<file path="config.mk">
export PLATFORM = sky130hd
export DESIGN_NAME = wb_arb_flat
export DESIGN_NICKNAME = d
export VERILOG_FILES = /design/src/rtl/wb_arb_pkg.sv /design/src/rtl/wb_arb_if.sv /design/src/rtl/wb_queue.sv /design/src/rtl/wb_arb.sv /design/src/flat_wrapper.sv
export SDC_FILE = /design/constraint.sdc
export NUM_CORES = 1
export LEC_CHECK = 0
export ABC_AREA = 1
export CAP_MARGIN = 5
export CORE_ASPECT_RATIO = 0.5
export CORE_UTILIZATION = 48
export CTS_BUF_LIST = sky130_fd_sc_hd__clkbuf_4 sky130_fd_sc_hd__clkbuf_8 sky130_fd_sc_hd__clkbuf_16
export CTS_CLUSTER_SIZE = 10
export DETAILED_ROUTE_END_ITERATION = 10
export PLACE_DENSITY = 0.84
export SLEW_MARGIN = 5
export SYNTH_ARGS = -nofsm -noshare
export SYNTH_HDL_FRONTEND = slang
export SYNTH_SLANG_ARGS = --single-unit
</file>
<file path="constraint.sdc">
create_clock -name clk -period 3.35 [get_ports clk]
set_clock_uncertainty 0.2 [all_clocks]
set_input_delay 0.8375 -clock clk [delete_from_list [all_inputs] [get_ports clk]]
set_output_delay 0.8375 -clock clk [all_outputs]
set_load 0.005 [all_outputs]
</file>
<file path="src/rtl/wb_arb_pkg.sv">
`default_nettype none
// ============================================================================
// Module      : wb_arb_pkg
// Description : Shared types, defines and helpers for the write-back arbiter.
// Revision    : 1.0 - initial release
// ============================================================================

`ifndef WB_ARB_DEFINES_SVH
`define WB_ARB_DEFINES_SVH
`ifndef RegAddrBus
`define RegAddrBus 4:0
`endif
`ifndef RegBus
`define RegBus 31:0
`endif
`define WB_QUEUE_DEPTH 4
`define REG_X0 5'd0
`endif

package wb_arb_pkg;

    typedef logic [`RegAddrBus] reg_addr_t;
    typedef logic [`RegBus]     reg_data_t;

    // Which source feeds the output register this cycle.
    typedef enum logic [1:0] {
        SRC_NONE = 2'd0,
        SRC_EX   = 2'd1,
        SRC_HEAD = 2'd2,
        SRC_BYP  = 2'd3
    } wb_src_e;

    // One-hot register mask; x0 never appears as busy.
    function automatic reg_data_t reg_onehot(input reg_addr_t a);
        reg_data_t v;
        v = '0;
        if (a != `REG_X0) v[a] = 1'b1;
        return v;
    endfunction

endpackage

`default_nettype wire

</file>
<file path="src/rtl/wb_arb_if.sv">
`default_nettype none
// ============================================================================
// Module      : wb_arb_if
// Description : Result-source and register-file bus of the write-back arbiter.
// Revision    : 1.0 - initial release
// ============================================================================

interface wb_arb_if #(
    parameter int CW = 3
);
    import wb_arb_pkg::*;

    logic          ex_we_i;
    reg_addr_t     ex_waddr_i;
    reg_data_t     ex_wdata_i;
    logic          lsu_vld_i;
    logic          lsu_rdy_o;
    reg_addr_t     lsu_waddr_i;
    reg_data_t     lsu_wdata_i;
    logic          div_vld_i;
    logic          div_rdy_o;
    reg_addr_t     div_waddr_i;
    reg_data_t     div_wdata_i;
    logic          we_o;
    reg_addr_t     waddr_o;
    reg_data_t     wdata_o;
    reg_data_t     busy_o;
    logic [CW-1:0] cnt_o;

    // Arbiter side.
    modport slave (
        input  ex_we_i, ex_waddr_i, ex_wdata_i,
        input  lsu_vld_i, lsu_waddr_i, lsu_wdata_i,
        input  div_vld_i, div_waddr_i, div_wdata_i,
        output lsu_rdy_o, div_rdy_o,
        output we_o, waddr_o, wdata_o, busy_o, cnt_o
    );

    // Producer / register-file side.
    modport master (
        output ex_we_i, ex_waddr_i, ex_wdata_i,
        output lsu_vld_i, lsu_waddr_i, lsu_wdata_i,
        output div_vld_i, div_waddr_i, div_wdata_i,
        input  lsu_rdy_o, div_rdy_o,
        input  we_o, waddr_o, wdata_o, busy_o, cnt_o
    );

endinterface

`default_nettype wire

</file>
<file path="src/rtl/wb_queue.sv">
`default_nettype none
// ============================================================================
// Module      : wb_queue
// Description : In-order circular buffer of slow write-back results with
//               per-entry valid bits, kill-by-address and busy mask.
// Revision    : 1.0 - initial release
// ============================================================================

module wb_queue
    import wb_arb_pkg::*;
#(
    parameter int DEPTH = `WB_QUEUE_DEPTH,
    parameter int CW    = $clog2(DEPTH) + 1
) (
    input  wire logic      clk,
    input  wire logic      rst_n,
    input  wire logic      i_push,
    input  wire reg_addr_t i_push_addr,
    input  wire reg_data_t i_push_data,
    input  wire logic      i_pop,
    input  wire logic      i_kill,
    input  wire reg_addr_t i_kill_addr,
    output logic           o_head_vld,
    output reg_addr_t      o_head_addr,
    output reg_data_t      o_head_data,
    output logic [CW-1:0]  o_cnt,
    output reg_data_t      o_busy
);

    localparam int c_PW = $clog2(DEPTH);

    logic [DEPTH-1:0] r_vld;
    reg_addr_t        r_addr [DEPTH];
    reg_data_t        r_data [DEPTH];
    logic [c_PW-1:0]  r_head;
    logic [c_PW-1:0]  r_tail;
    logic [CW-1:0]    r_cnt;

    logic [DEPTH-1:0] w_kill;
    logic [DEPTH-1:0] w_vld_nxt;
    reg_data_t        w_ent_busy [DEPTH];

    for (genvar g = 0; g < DEPTH; g++) begin : g_entry
        assign w_kill[g]     = i_kill & r_vld[g] & (r_addr[g] == i_kill_addr);
        assign w_ent_busy[g] = r_vld[g] ? reg_onehot(r_addr[g]) : '0;
    end

    // Next valid bits: kill first, then pop clears head, push sets tail.
    always_comb begin
        w_vld_nxt = r_vld & ~w_kill;
        if (i_pop)  w_vld_nxt[r_head] = 1'b0;
        if (i_push) w_vld_nxt[r_tail] = 1'b1;
    end

    // Control state: valid bits, pointers and occupancy.
    always_ff @(posedge clk) begin
        if (!rst_n) begin
            r_vld  <= '0;
            r_head <= '0;
            r_tail <= '0;
            r_cnt  <= '0;
        end else begin
            r_vld <= w_vld_nxt;
            if (i_pop)  r_head <= r_head + c_PW'(1);
            if (i_push) r_tail <= r_tail + c_PW'(1);
            if (i_push && !i_pop)      r_cnt <= r_cnt + CW'(1);
            else if (!i_push && i_pop) r_cnt <= r_cnt - CW'(1);
        end
    end

    // Payload storage; guarded by the valid bits so it needs no reset.
    always_ff @(posedge clk) begin
        if (i_push) begin
            r_addr[r_tail] <= i_push_addr;
            r_data[r_tail] <= i_push_data;
        end
    end

    // OR of the one-hot masks of all live entries.
    always_comb begin
        o_busy = '0;
        for (int i = 0; i < DEPTH; i++) o_busy = o_busy | w_ent_busy[i];
    end

    assign o_head_vld  = r_vld[r_head];
    assign o_head_addr = r_addr[r_head];
    assign o_head_data = r_data[r_head];
    assign o_cnt       = r_cnt;

endmodule

`default_nettype wire

</file>
<file path="src/rtl/wb_arb.sv">
`default_nettype none
// ============================================================================
// Module      : wb_arb
// Description : Write-back arbiter merging execute, LSU and divider results
//               onto the register file's single write port.
// Revision    : 1.0 - initial release
// ============================================================================

module wb_arb
    import wb_arb_pkg::*;
#(
    parameter int DEPTH = `WB_QUEUE_DEPTH,
    parameter int CW    = $clog2(DEPTH) + 1
) (
    input  wire logic clk,
    input  wire logic rst_n,
    wb_arb_if.slave   bus
);

    localparam logic [CW-1:0] c_FULL = CW'(DEPTH);

    logic          w_space;
    logic          w_lsu_acc;
    logic          w_div_acc;
    logic          w_slow_live;
    reg_addr_t     w_slow_addr;
    reg_data_t     w_slow_data;
    logic          w_ex_take;
    logic          w_bypass;
    logic          w_push;
    logic          w_pop;
    logic          w_head_vld;
    reg_addr_t     w_head_addr;
    reg_data_t     w_head_data;
    logic [CW-1:0] w_cnt;
    reg_data_t     w_q_busy;
    wb_src_e       w_src;
    reg_addr_t     w_sel_addr;
    reg_data_t     w_sel_data;

    logic          r_we;
    reg_addr_t     r_waddr;
    reg_data_t     r_wdata;

    // Ready depends only on occupancy and the LSU valid (LSU wins over divider).
    assign w_space       = (w_cnt < c_FULL);
    assign bus.lsu_rdy_o = w_space;
    assign bus.div_rdy_o = w_space & ~bus.lsu_vld_i;

    assign w_lsu_acc   = bus.lsu_vld_i & w_space;
    assign w_div_acc   = bus.div_vld_i & w_space & ~bus.lsu_vld_i;
    assign w_slow_addr = w_lsu_acc ? bus.lsu_waddr_i : bus.div_waddr_i;
    assign w_slow_data = w_lsu_acc ? bus.lsu_wdata_i : bus.div_wdata_i;
    // x0 results are accepted by the handshake but otherwise vanish.
    assign w_slow_live = (w_lsu_acc | w_div_acc) & (w_slow_addr != `REG_X0);

    assign w_ex_take = bus.ex_we_i & (bus.ex_waddr_i != `REG_X0);
    // An empty queue has no valid head, so bypass never skips over queued work.
    assign w_bypass  = w_slow_live & (w_cnt == '0) & ~w_ex_take;
    // A slow result to the same register as this cycle's ex write is stale.
    assign w_push    = w_slow_live & ~w_bypass &
                       ~(w_ex_take & (w_slow_addr == bus.ex_waddr_i));
    // Killed heads drain even while ex owns the port.
    assign w_pop     = (w_cnt != '0) & (~w_head_vld | ~w_ex_take);

    wb_queue #(
        .DEPTH (DEPTH),
        .CW    (CW)
    ) u_queue (
        .clk         (clk),
        .rst_n       (rst_n),
        .i_push      (w_push),
        .i_push_addr (w_slow_addr),
        .i_push_data (w_slow_data),
        .i_pop       (w_pop),
        .i_kill      (w_ex_take),
        .i_kill_addr (bus.ex_waddr_i),
        .o_head_vld  (w_head_vld),
        .o_head_addr (w_head_addr),
        .o_head_data (w_head_data),
        .o_cnt       (w_cnt),
        .o_busy      (w_q_busy)
    );

    // Priority select: execute, then queue head, then bypassed slow result.
    always_comb begin
        w_src      = SRC_NONE;
        w_sel_addr = '0;
        w_sel_data = '0;
        if (w_ex_take) begin
            w_src      = SRC_EX;
            w_sel_addr = bus.ex_waddr_i;
            w_sel_data = bus.ex_wdata_i;
        end else if (w_head_vld) begin
            w_src      = SRC_HEAD;
            w_sel_addr = w_head_addr;
            w_sel_data = w_head_data;
        end else if (w_bypass) begin
            w_src      = SRC_BYP;
            w_sel_addr = w_slow_addr;
            w_sel_data = w_slow_data;
        end
    end

    // Output register; address/data hold their last value when idle.
    always_ff @(posedge clk) begin
        if (!rst_n) begin
            r_we    <= 1'b0;
            r_waddr <= '0;
            r_wdata <= '0;
        end else begin
            r_we <= (w_src != SRC_NONE);
            if (w_src != SRC_NONE) begin
                r_waddr <= w_sel_addr;
                r_wdata <= w_sel_data;
            end
        end
    end

    assign bus.we_o    = r_we;
    assign bus.waddr_o = r_waddr;
    assign bus.wdata_o = r_wdata;
    assign bus.cnt_o   = w_cnt;
    assign bus.busy_o  = w_q_busy | (r_we ? reg_onehot(r_waddr) : '0);

endmodule

`default_nettype wire

</file>
<file path="src/flat_wrapper.sv">
// flat-port wrapper written by rule: the top's interface ports become plain ports
module wb_arb_flat import wb_arb_pkg::*;
#(
    parameter int DEPTH = `WB_QUEUE_DEPTH,
    parameter int CW    = $clog2(DEPTH) + 1
)
  (clk, rst_n, bus_ex_we_i, bus_ex_waddr_i, bus_ex_wdata_i, bus_lsu_vld_i, bus_lsu_waddr_i, bus_lsu_wdata_i, bus_div_vld_i, bus_div_waddr_i, bus_div_wdata_i, bus_lsu_rdy_o, bus_div_rdy_o, bus_we_o, bus_waddr_o, bus_wdata_o, bus_busy_o, bus_cnt_o);
  wb_arb_if #(.CW(CW)) bus_i ();
  input  wire logic clk;
  input  wire logic rst_n;
  input wire logic [$bits(bus_i.ex_we_i)-1:0] bus_ex_we_i;
  input wire logic [$bits(bus_i.ex_waddr_i)-1:0] bus_ex_waddr_i;
  input wire logic [$bits(bus_i.ex_wdata_i)-1:0] bus_ex_wdata_i;
  input wire logic [$bits(bus_i.lsu_vld_i)-1:0] bus_lsu_vld_i;
  input wire logic [$bits(bus_i.lsu_waddr_i)-1:0] bus_lsu_waddr_i;
  input wire logic [$bits(bus_i.lsu_wdata_i)-1:0] bus_lsu_wdata_i;
  input wire logic [$bits(bus_i.div_vld_i)-1:0] bus_div_vld_i;
  input wire logic [$bits(bus_i.div_waddr_i)-1:0] bus_div_waddr_i;
  input wire logic [$bits(bus_i.div_wdata_i)-1:0] bus_div_wdata_i;
  output wire logic [$bits(bus_i.lsu_rdy_o)-1:0] bus_lsu_rdy_o;
  output wire logic [$bits(bus_i.div_rdy_o)-1:0] bus_div_rdy_o;
  output wire logic [$bits(bus_i.we_o)-1:0] bus_we_o;
  output wire logic [$bits(bus_i.waddr_o)-1:0] bus_waddr_o;
  output wire logic [$bits(bus_i.wdata_o)-1:0] bus_wdata_o;
  output wire logic [$bits(bus_i.busy_o)-1:0] bus_busy_o;
  output wire logic [$bits(bus_i.cnt_o)-1:0] bus_cnt_o;
  assign bus_i.ex_we_i = bus_ex_we_i;
  assign bus_i.ex_waddr_i = bus_ex_waddr_i;
  assign bus_i.ex_wdata_i = bus_ex_wdata_i;
  assign bus_i.lsu_vld_i = bus_lsu_vld_i;
  assign bus_i.lsu_waddr_i = bus_lsu_waddr_i;
  assign bus_i.lsu_wdata_i = bus_lsu_wdata_i;
  assign bus_i.div_vld_i = bus_div_vld_i;
  assign bus_i.div_waddr_i = bus_div_waddr_i;
  assign bus_i.div_wdata_i = bus_div_wdata_i;
  assign bus_lsu_rdy_o = bus_i.lsu_rdy_o;
  assign bus_div_rdy_o = bus_i.div_rdy_o;
  assign bus_we_o = bus_i.we_o;
  assign bus_waddr_o = bus_i.waddr_o;
  assign bus_wdata_o = bus_i.wdata_o;
  assign bus_busy_o = bus_i.busy_o;
  assign bus_cnt_o = bus_i.cnt_o;
  wb_arb #(.DEPTH(DEPTH), .CW(CW)) u_core (.clk(clk), .rst_n(rst_n), .bus(bus_i));
endmodule
</file>
==> summary.md <==
| Metric | Value |
|---|---|
| First-pass GRT wire length | `56.5 mm` |
| Worst Path Class, Setup | `flop to output pin` |
| Reg2reg end | `u_core.u_queue.o_cnt[2]$_SDFFE_PN0P_` |
| DP Cell Count | `1813` |
| Worst reg2reg startpoint | `u_core.u_queue.o_cnt[2]$_SDFFE_PN0P_` |
| Post-CTS Hold Buffers | `0` |
| Max-slew headroom | `0.454` |
| Post-Syn Instances | `1322` |
| Reg-to-reg slack, setup | `0.53 ns` |
| Vias per std cell | `5.85` |
| Worst EP required | `2.31 ns` |
| Cell accounting for the most synthesized area | `edfxtp_1` |
| Initial core utilization | `0.496` |
| Die area | `23300 um2` |
| Fin cells | `1874` |
| Post-DRT Antenna Nets | `0` |
| DRT iter0 DRCs | `1479` |
| Number of enable flip-flop cells after synthesis | `148` |
| Layout net count | `1687` |
| P per Cell Area | `745 nW/um2` |
| Post-synth ARST share | `0` |
| Crit path from | `u_core.u_queue.r_addr[3][2]$_DFFE_PP_` |
| Maximum fanout along the worst path | `5` |
| R2R depth | `17` |
| Row count | `38` |
| Dominant synthesized flop cell | `edfxtp_1` |
| Yosys top cell area share | `0.408` |
| Most frequent cells after synthesis | `nand2_1 (252), edfxtp_1 (148), inv_1 (144), nor2_1 (132), o21ai_0 (121)` |
| Final setup vio count | `0` |
| Placer Congestion | `0.936` |
| Core area | `22000 um2` |
| Area contributors post-synth | `edfxtp_1 (41%), dfxtp_1 (9.4%), nand2_1 (8.7%)` |
| Avg Cell Area, Syn | `8.24 um2` |
| Final hold violations | `0` |
| Min-delay worst type | `flop to flop` |
| Synth-to-Final Area Change | `34.0%` |
| Top-count cell post-synth | `nand2_1` |
| Clock sink total | `199` |
| FMAX | `0.299 GHz` |
| Crit path DAT | `2.30 ns` |
| Pre-antenna DRT Iters | `6` |
| Drt total wl | `37.4 mm` |
| Critical path endpoint category | `output pin` |
| Worst-skew pair later-pin latency | `0.45 ns` |
| Placed wire-length estimate | `25.1 mm` |
| Vias | `11000` |
| Final Max Slew Viols | `0` |
| DIE HEIGHT | `109 um` |
| Outcome | `finished, final reports clean` |
| Initial antenna violation count | `0` |
| Number of synthesized register bits | `199` |
| Die width | `215 um` |
| Clock root cell | `clkbuf_16` |
| Remaining DRCs | `0` |
| P_leak | `5.91 nW` |
| Post-route cell area | `14600 um2` |
| Mapped Nets | `1448` |
| H-tree depth | `4` |
| CTS tree | `yes` |
| Post-Synthesis Cell Area | `10900 um2` |
| GRT Resource Usage Total | `0.317` |
| Count of cell types in the netlist | `38` |
| Placement Cell Area | `13500 um2` |
| Layout cells sized above 1 | `0.149` |
| Max cap viols | `0` |
| Pin count of the biggest net entering global routing | `85` |
| WL/cell | `20.0 um` |
| Crit path launch type | `flop` |
| GR Overflow Total | `0` |
| Setup TNS | `0 ns` |
| Clock Tree Buf Depth | `2` |
| Final Core Density | `0.664` |
| Period utilization | `0.997` |
| RSZ-0062 raised after global routing | `true` |
| Min cycle time layout | `3.34 ns` |
| Ports | `191` |
| Synthesis Warnings | `0` |
| Ant. Diodes | `0` |
| Largest vdd supply drop | `0.000487 V` |
| Port Buf Inserts | `189` |
| Worst-path clk slew | `0.08 ns` |
| Post-synthesis sequential area ratio | `0.502` |
| CTS buffer count | `17` |
| Critical path destination | `bus_busy_o[19]` |
| Vias in the first global route | `10400` |
| Slew @ Worst Pin | `0.820 ns` |
-- metal layers --
metal / vias up / track usage / routed length [um]
li1: 5020 / - / -
met1: 5176 / 0.389 / 14600
met2: 662 / 0.546 / 18200
met3: 110 / 0.0579 / 3410
met4: 0 / 0.156 / 1280
met5: - / 0 / 0
-- how the worst min path moves through the flow --
stage	from	end	slack (ns)	depth (start not counted)
detailed placement	u_core.bus.wdata_o[30]$_SDFFE_PN0P_	u_core.bus.wdata_o[30]$_SDFFE_PN0P_	0.24	2
CTS	u_core.bus.wdata_o[30]$_SDFFE_PN0P_	u_core.bus.wdata_o[30]$_SDFFE_PN0P_	0.25	2
finish	u_core.bus.wdata_o[30]$_SDFFE_PN0P_	u_core.bus.wdata_o[30]$_SDFFE_PN0P_	0.25	2
floorplan	u_core.bus.wdata_o[10]$_SDFFE_PN0P_	u_core.bus.wdata_o[10]$_SDFFE_PN0P_	0.25	2
global placement	u_core.bus.wdata_o[26]$_SDFFE_PN0P_	u_core.bus.wdata_o[26]$_SDFFE_PN0P_	0.24	2
global route	u_core.bus.wdata_o[30]$_SDFFE_PN0P_	u_core.bus.wdata_o[30]$_SDFFE_PN0P_	0.27	2
-- logic make-up after synthesis --
| logic type | count (synthesis) | synth area share |
|---|---|---|
| compound gates | 282 | 0.148 |
| fa+ha+maj | 10 | 0.0122 |
| buf+inv | 226 | 0.0835 |
| xor+xnor | 21 | 0.0169 |
| flops | 199 | 0.502 |
| simple gates | 583 | 0.237 |
| other cells | 1 | 0.000344 |
-- sequential cells by signal, indices dropped and copies added (netlist names), named ones only --
name	cells
u_core.u_queue.r_vld	4
u_core.u_queue.r_tail	2
u_core.bus.wdata_o	32
u_core.bus.waddr_o	5
u_core.u_queue.r_data	128
u_core.u_queue.r_head	2
u_core.u_queue.r_addr	20
u_core.u_queue.o_cnt	3
u_core.bus.we_o	1
-- repair_timing --
| action | CTS | global route |
|---|---|---|
| gates cloned | 0 | 0 |
| resized for setup | 20 | 50 |
| setup endpoints to repair | 23 | 30 |
| pin swaps | 0 | 1 |
| setup buffers | 5 | 24 |
-- cell type report --
| type | count | area, um2 |
|---|---|---|
| clock buffer | 17 | 425 |
| clock inverter | 15 | 204 |
| fill | 1672 | 7370 |
| inverter | 149 | 562 |
| multi-input combinational | 897 | 4760 |
| sequential | 199 | 5470 |
| tap | 300 | 375 |
| timing repair buffer | 297 | 2790 |
-- where the power goes --
group          switching, mW  internal, mW
combinational           3.17          1.83
clock                   1.01          1.14
sequential             0.333          3.38
total                   4.52          6.35
-- through the flow --
step                      setup slack (ns)  power (mW)  hold slack, ns
after floorplan                     0.0710        6.44           0.246
after global placement              -0.163        8.20           0.240
after detailed placement            -0.353        8.40           0.238
after CTS                          -0.0131        10.6           0.255
after global routing               -0.0367        11.4           0.272
final                              0.00862        10.9           0.252
-- cells in the final DEF (no fill, tap or decap), types with 7 or more instances in the layout --
cell type,count
inv_2,20
clkbuf_16,17
xor2_1,13
o21ai_0,121
o22ai_1,44
a21oi_1,74
nand3_1,57
buf_4,102
nand2_1,251
nor2_1,131
inv_1,126
or2_2,24
ha_1,9
o2111ai_1,7
a221oi_1,9
nor3_1,30
dfxtp_1,49
edfxtp_1,148
nor3_2,21
xnor2_1,8
clkdlybuf4s50_1,183
nand4_1,43
nand3b_1,9
a22oi_1,10
-- critical path: stages (launching register included) --
cell and delay [ns]:
edfxtp_1 0.49, buf_4 0.19, nor3_1 0.25, buf_4 0.19
a22oi_1 0.09, o2111ai_2 0.09, clkdlybuf4s50_1 0.53
(Power assumes the default switching activity.)
